===== src/rtl/pc_sequencer.sv =====
// pc_sequencer: program-counter stage of the MIPS datapath.
// Holds the PC, computes sequential/branch/jump successors and flags the
// single bubble cycle that follows each accepted redirect.
//
// Ports:
//   clk            rising-edge clock
//   reset          synchronous, active-high reset (overrides stall)
//   stall          freeze PC, state, counter and err this cycle
//   pc_sel         next-PC select: 00 PC+4, 01 branch, 10 jump, 11 illegal
//   branch_offset  sign-extended word offset
//   jump_index     J-type target index
//   pc_out         current PC (registered)
//   pc_plus4       pc_out + 4 (combinational, depends only on pc_out)
//   instr_valid    1 = fetch at pc_out is real, 0 = bubble (registered)
//   redirect_count saturating count of accepted branches and jumps
//   err            sticky illegal-select flag, cleared only by reset
module pc_sequencer #(
  parameter logic [31:0] RESET_PC = 32'h0000_0000,
  parameter int unsigned CNT_W    = 16
) (
  input  logic             clk,
  input  logic             reset,
  input  logic             stall,
  input  logic [1:0]       pc_sel,
  input  logic [31:0]      branch_offset,
  input  logic [25:0]      jump_index,
  output logic [31:0]      pc_out,
  output logic [31:0]      pc_plus4,
  output logic             instr_valid,
  output logic [CNT_W-1:0] redirect_count,
  output logic             err
);

  typedef enum logic [1:0] {
    BOOT  = 2'b00,
    RUN   = 2'b01,
    FLUSH = 2'b10
  } state_t;

  state_t      state;
  logic [31:0] branch_target;
  logic [31:0] jump_target;

  assign pc_plus4      = pc_out + 32'd4;
  assign branch_target = pc_plus4 + (branch_offset << 2);
  assign jump_target   = {pc_plus4[31:28], jump_index, 2'b00};

  always_ff @(posedge clk) begin
    if (reset) begin
      state          <= BOOT;
      pc_out         <= RESET_PC;
      instr_valid    <= 1'b0;
      redirect_count <= '0;
      err            <= 1'b0;
    end else if (!stall) begin
      case (state)
        // Leaving BOOT keeps the PC so the first real fetch is RESET_PC.
        BOOT: begin
          state       <= RUN;
          instr_valid <= 1'b1;
        end
        RUN: begin
          case (pc_sel)
            2'b00: pc_out <= pc_plus4;
            2'b01: begin
              pc_out      <= branch_target;
              state       <= FLUSH;
              instr_valid <= 1'b0;
              if (redirect_count != '1)
                redirect_count <= redirect_count + CNT_W'(1);
            end
            2'b10: begin
              pc_out      <= jump_target;
              state       <= FLUSH;
              instr_valid <= 1'b0;
              if (redirect_count != '1)
                redirect_count <= redirect_count + CNT_W'(1);
            end
            default: err <= 1'b1;
          endcase
        end
        // pc_sel belongs to the squashed instruction here, so it is ignored.
        FLUSH: begin
          pc_out      <= pc_plus4;
          state       <= RUN;
          instr_valid <= 1'b1;
        end
        default: begin
          state       <= BOOT;
          pc_out      <= RESET_PC;
          instr_valid <= 1'b0;
        end
      endcase
    end
  end

endmodule

===== config.mk =====
export PLATFORM = sky130hd
export DESIGN_NAME = pc_sequencer
export DESIGN_NICKNAME = d
export VERILOG_FILES = /design/src/rtl/pc_sequencer.sv
export SDC_FILE = /design/constraint.sdc
export NUM_CORES = 1
export LEC_CHECK = 0
export ABC_AREA = 1
export CORE_UTILIZATION = 30
export DETAILED_ROUTE_END_ITERATION = 12
export PLACE_DENSITY = 0.53
export SLEW_MARGIN = 40
export SYNTH_ARGS = -nofsm -noshare
export SYNTH_HDL_FRONTEND = slang
export SYNTH_SLANG_ARGS = --single-unit

===== constraint.sdc =====
create_clock -name clk -period 3.2 [get_ports clk]
set_clock_uncertainty 0.1 [all_clocks]
set_input_delay 0.48 -clock clk [delete_from_list [all_inputs] [get_ports clk]]
set_output_delay 0.48 -clock clk [all_outputs]
set_load 0.02 [all_outputs]

=== Word-level counts from Yosys, hierarchy flattened ===
Index checks and enable logic that the tools add are counted.

* Eq/ne operators: 7
* $add $sub $neg: 3
* Multiplexer cells: 6
* Bitwise logic cells: 3
* Reduce and logical (&&, ||, !) cells: 9

{| class="wikitable"
|+ Operator list
! operator !! count
|-
| $pmux W32 S3 || 2
|-
| $add A32 B3 Y32 const B || 1
|-
| $add A32 B32 Y32 || 1
|-
| $add A16 B1 Y16 const B || 1
|-
| $ne A16 B16 Y1 const B || 1
|-
| $reduce_and A3 Y1 || 2
|-
| $eq A2 B1 Y1 const B || 2
|-
| $eq A2 B2 Y1 const B || 2
|-
| $logic_not A2 Y1 || 2
|-
| $ne A4 B2 Y1 const B || 1
|-
| $pmux W2 S2 || 1
|-
| $reduce_and A4 Y1 || 1
|-
| $reduce_or A2 Y1 || 2
|-
| $not A1 Y1 || 3
|-
| $reduce_or A3 Y1 || 1
|-
| $mux W2 || 1
|-
| $ne A2 B2 Y1 const B || 1
|-
| $pmux W1 S2 || 1
|-
| $reduce_and A2 Y1 || 1
|-
| $mux W1 || 1
|}

* Output and inout bits: 82
* Input port bits: 63
* Word-level logic and storage cells: 33
* Register bits after elaboration: 52

=== Depth between registers and ports, before layout ===
* Depth in word-level cells: 4
* Mapped depth: 26
* Depth with buffers taken out: 26

=== Worst setup path after synthesis ===
OpenSTA, ideal clock, no wires.

* Kind: register to register
* From: register pc_out[2]
* To: register pc_out[27]
* Path slack: -0.140 ns
* Stages on the path, launching flop included: 23
* Path buffers: 0
* Clock period less this slack: 3.340 ns
* Data required time: 3.028 ns
* Arrival time: 3.168 ns
* Setup time: 0.072 ns
* Path through: dfxtp_1 ha_1 nand2_2 nor2_2 inv_2 nor2_4 inv_2 nor4_4 xor2_1 ha_1 a21oi_1 nand2_1 nand2_1 nand2_1 a21oi_1 nand2_1 nand2_1 nand3_1 nand2_1 nand2_1 nand2_1 nand2_1 a21oi_1

* Longest elaborated chain between the ends: 4

{| class="wikitable"
|+ RTL lines
! element !! RTL line !! source
|-
| start, declared || 27 || <nowiki>output logic [31:0] pc_out,</nowiki>
|-
| start signal, assigned || 64 || <nowiki>2'b00: pc_out <= pc_plus4;</nowiki>
|-
| start signal, assigned || 66 || <nowiki>pc_out <= branch_target;</nowiki>
|-
| start signal, assigned || 73 || <nowiki>pc_out <= jump_target;</nowiki>
|-
| $add A32 B3 Y32 || 44 || <nowiki>assign pc_plus4 = pc_out + 32'd4;</nowiki>
|-
| named net pc_plus4[22] || 28 || <nowiki>output logic [31:0] pc_plus4,</nowiki>
|-
| $add A32 B32 Y32 || 45 || <nowiki>assign branch_target = pc_plus4 + (branch_offset << 2);</nowiki>
|-
| $pmux W32 S3 || 63 || <nowiki>case (pc_sel)</nowiki>
|-
| $pmux W32 S3 || 56 || <nowiki>case (state)</nowiki>
|}

The timed path passes the listed nets, and every way through them passes these cells.
A chain may end at the register's enable or synchronous reset.

=== Final worst setup path ===
* From: register pc_out[8]
* To: register pc_out[27]

* Longest elaborated chain between the ends: 4

{| class="wikitable"
|+ RTL lines
! element !! RTL line
|-
| $add A32 B3 Y32 * || 44
|-
| $add A32 B32 Y32 || 45
|-
| $pmux W32 S3 || 63
|-
| $pmux W32 S3 * || 56
|}

Every way passes the cells marked *; elsewhere a longest branch is shown, timed or not.

==> impl_metrics.tcl <==
set metrics [dict create \
    hold_viol 0 \
    synth_edf_count 0 \
    relSlewSlack_pct 55.0 \
    numCtsBuffers 5 \
    syn_area_per_cell_um2 5.53 \
    vdd_drop_max_uv 273 \
    place.gp.congestion 0.917 \
    tritoncts "done" \
    antenna_found_initial 0 \
    clkTransAtPathRegs_ns 0.07 \
    final_nets 1429 \
    startpoint_type "flip-flop" \
    fin_crit_sh_pct 97.2 \
    die_h_um 142 \
    status "finished, final reports clean" \
    yosysWarnings 0 \
    crit_path_cell_trace "nand2_1 -> nor3_4 -> nand2_2 -> nor4_4 -> xor2_2 -> ha_1 -> buf_6 -> nand2_4 -> inv_2 -> nand2_2 -> nand2_4 -> nand2_2 -> nand2_1 -> a21oi_2 -> nand2_1 -> nand2_1 -> nand3_1 -> nand2_1 -> nand2_1 -> nand2_1 -> nand2_1 -> a21oi_2" \
    drcViolationCount 0 \
    place_hpwl_um 19500 \
    required_ns 3.33 \
    yosysUniqueCellTypes 51 \
    die_w_um 142 \
    ys_seq_area_share_pct 16.9 \
    ant_nets 0 \
    dpl_cell_area_mm2 0.00842 \
    finish.instance_area_mm2 0.00943 \
    critical_path_class "flip-flop to flip-flop" \
    drtIter0Drc 574 \
    via_per_inst 4.75 \
    p_per_area_mw_per_mm2 173 \
    crit_path_top_delay_cell "dfxtp_2" \
    wire_per_inst_um 15.2 \
    initial_core_util_pct 31.1 \
    grt_pass1_wl_um 36000 \
    critical_path.endpoint_type "flip-flop" \
    p_int_mw 1.13 \
    synth_area_mm2 0.00591 \
    grt.overflow.total 0 \
    cp_common_cell "nand2_1" \
    p_sw_mw 0.499 \
    critical-path-max-stage-delay_ns 0.39 \
    reg2reg_depth 22 \
    min-delay-path-class "flip-flop to flip-flop" \
    fin_setup_tns_ns 0 \
    drive_above_1_share_pct 24.8 \
    cts-root-buf "clkbuf_16" \
    grt_pass1_vias 6902 \
    worstHoldPathCells 2 \
    drt-pass1-iter-count 5 \
    finalSetupViolations 0 \
    switching_share_pct 30.6 \
    synth_ff_type "dfxtp_1" \
    tightestPinTransition_ns 0.674 \
    die-area_mm2 0.0203 \
    io_buffers 138 \
    worstHoldStart "redirect_count[4]" \
    grt_start_max_net_pins 40 \
    cts_sinks 50 \
    track_usage_pct 23.1 \
    io_pins 145 \
    num_antenna_cells 0 \
    routed_wl_um 24000 \
    min_period_ns 3.11 \
    routed-via-count 7512 \
    hold_end "redirect_count[4]" \
    synthArstFlopShare_pct 0 \
    drv_slew 0 \
    synth_seq_cells 50 \
    clk_latency_ns 0.29 \
    r2r_setup_slack_ns 0.09 \
    cts.htree.levels 2 \
    fp-row-count 50 \
    leakagePower_nw 4.51 \
    crit_arrival_ns 3.24 \
    syn2layout_area_growth_pct 59.7 \
    rr_endpoint "pc_out[27]" \
    fmax_mhz 322 \
    cap_violations 0 \
    fp.coreArea_mm2 0.0190 \
    synthesis.instances 1069 \
    r2r_start "pc_out[8]" \
    path_max_fanout 5 \
    seqPwrFrac_pct 38.7 \
    clk_path_buf_depth 2 \
    pwr-share-comb_pct 26.5 \
    clkPwrFrac_pct 34.8 \
    rsz0062_at_grt "true" \
]
-- synthesized netlist by cell type (all sizes together), types with 2 or more instances --
cell type / instances / area share [%]
a21oi: 75 / 6.5
o21a: 4 / 0.51
inv: 169 / 11
clkbuf: 17 / 1.4
buf: 8 / 0.83
dfxtp: 50 / 17
o21bai: 4 / 0.51
xor2: 18 / 2.7
clkinv: 2 / 0.15
nand3b: 2 / 0.25
xnor2: 3 / 0.44
ha: 43 / 9.1
and2: 2 / 0.21
nor3: 13 / 1.5
nor4: 6 / 1.1
nand3: 60 / 5.2
a22o: 2 / 0.30
a32o: 2 / 0.34
nand4: 16 / 1.8
nand2: 418 / 27
or2: 4 / 0.42
o21ai: 38 / 3.2
nor2: 99 / 7.0
a31oi: 5 / 0.53
-- per-layer routing --
metal / share of wire, % / track usage (%)
met1: 48 / 32.0
met4: 1.4 / 5.94
met3: 4.2 / 1.92
met5: 0 / 0
met2: 47 / 38.4
-- worst max path at each step --
stage / cells after the start / slack (ns) / startpoint / to
6_report: 22 / 0.09 / pc_out[8] / pc_out[27]
5_1_grt: 25 / -0.08 / pc_out[3] / pc_out[27]
4_1_cts: 23 / -0.02 / pc_out[2] / pc_out[27]
3_5_place_dp: 21 / -0.10 / pc_out[2] / pc_out[22]
3_3_place_gp: 23 / -0.05 / pc_out[3] / pc_out[22]
2_1_floorplan: 22 / 0.01 / pc_out[2] / pc_out[27]
-- metrics by stage --
stage          hold slack (ns)  worst slack, ns  std cells  total power, mW  utilization (%)
2_1_floorplan            0.414           0.0128       1072            0.840                -
3_3_place_gp             0.359          -0.0528       1565             1.03             44.3
3_5_place_dp             0.360           -0.105       1565             1.03             44.3
4_1_cts                  0.376          -0.0181       1574             1.61             45.5
5_1_grt                  0.392          -0.0805       1583             1.72             49.6
6_report                 0.371           0.0908       1583             1.63             49.6
-- cells in the final DEF, fill, tap and decap left out, types with 25 or more instances in the layout --
master           count
nand3_1             52
nand2_2             29
nand2_1            381
nor2_1              62
a21oi_1             58
clkdlybuf4s50_1    134
buf_4              127
inv_1              148
o21ai_0             25
dfxtp_1             34
-- power by group through the flow --
stage	Sequential [mW]	Combinational (mW)	Clock [mW]
finish	0.631	0.432	0.568
global route	0.631	0.471	0.615
CTS	0.631	0.386	0.590
detailed placement	0.646	0.380	0
global placement	0.646	0.379	0
floorplan	0.650	0.190	0
-- registers in the layout (all words and copies together) (netlist names) --
signal,count
err,1
pc_out,30
state,2
redirect_count,16
instr_valid,1
-- cell families after synthesis --
family                     Yosys count  share of synthesized area, %
AOI/OAI and AO/OA                  136                          12.8
xor gates and xnor gates            21                          3.11
adders and majority gates           44                          9.45
buffers and inverters              196                          13.1
DFF                                 50                          16.9
other                                1                        0.0635
and+or+nand+nor                    621                          44.5
-- cell type report --
| cell class | instances | area (µm²) |
|---|---|---|
| clock buffer | 6 | 139 |
| tap | 260 | 325 |
| multi-input combinational | 826 | 4910 |
| clock inverter | 2 | 17.5 |
| fill | 1977 | 9580 |
| sequential | 50 | 1020 |
| timing repair buffer | 268 | 2380 |
| inverter | 171 | 643 |
-- worst max-delay path: cells and delay by family, from the launching register on --
family	cells	cell delay (ns)
DFF	1	0.39
AOI/OAI and AO/OA	2	0.30
buffers and inverters	2	0.17
xor gates and xnor gates	1	0.27
adders and majority gates	1	0.31
and+or+nand+nor	16	1.51
-- what timing repair did --
action                     4_1_cts  5_1_grt
pin swaps                        5       43
resized for setup               15      167
setup buffers                    1        9
setup endpoints to repair       18       31
hold buffers                     0        0
Power figures use the tool's default switching activity.
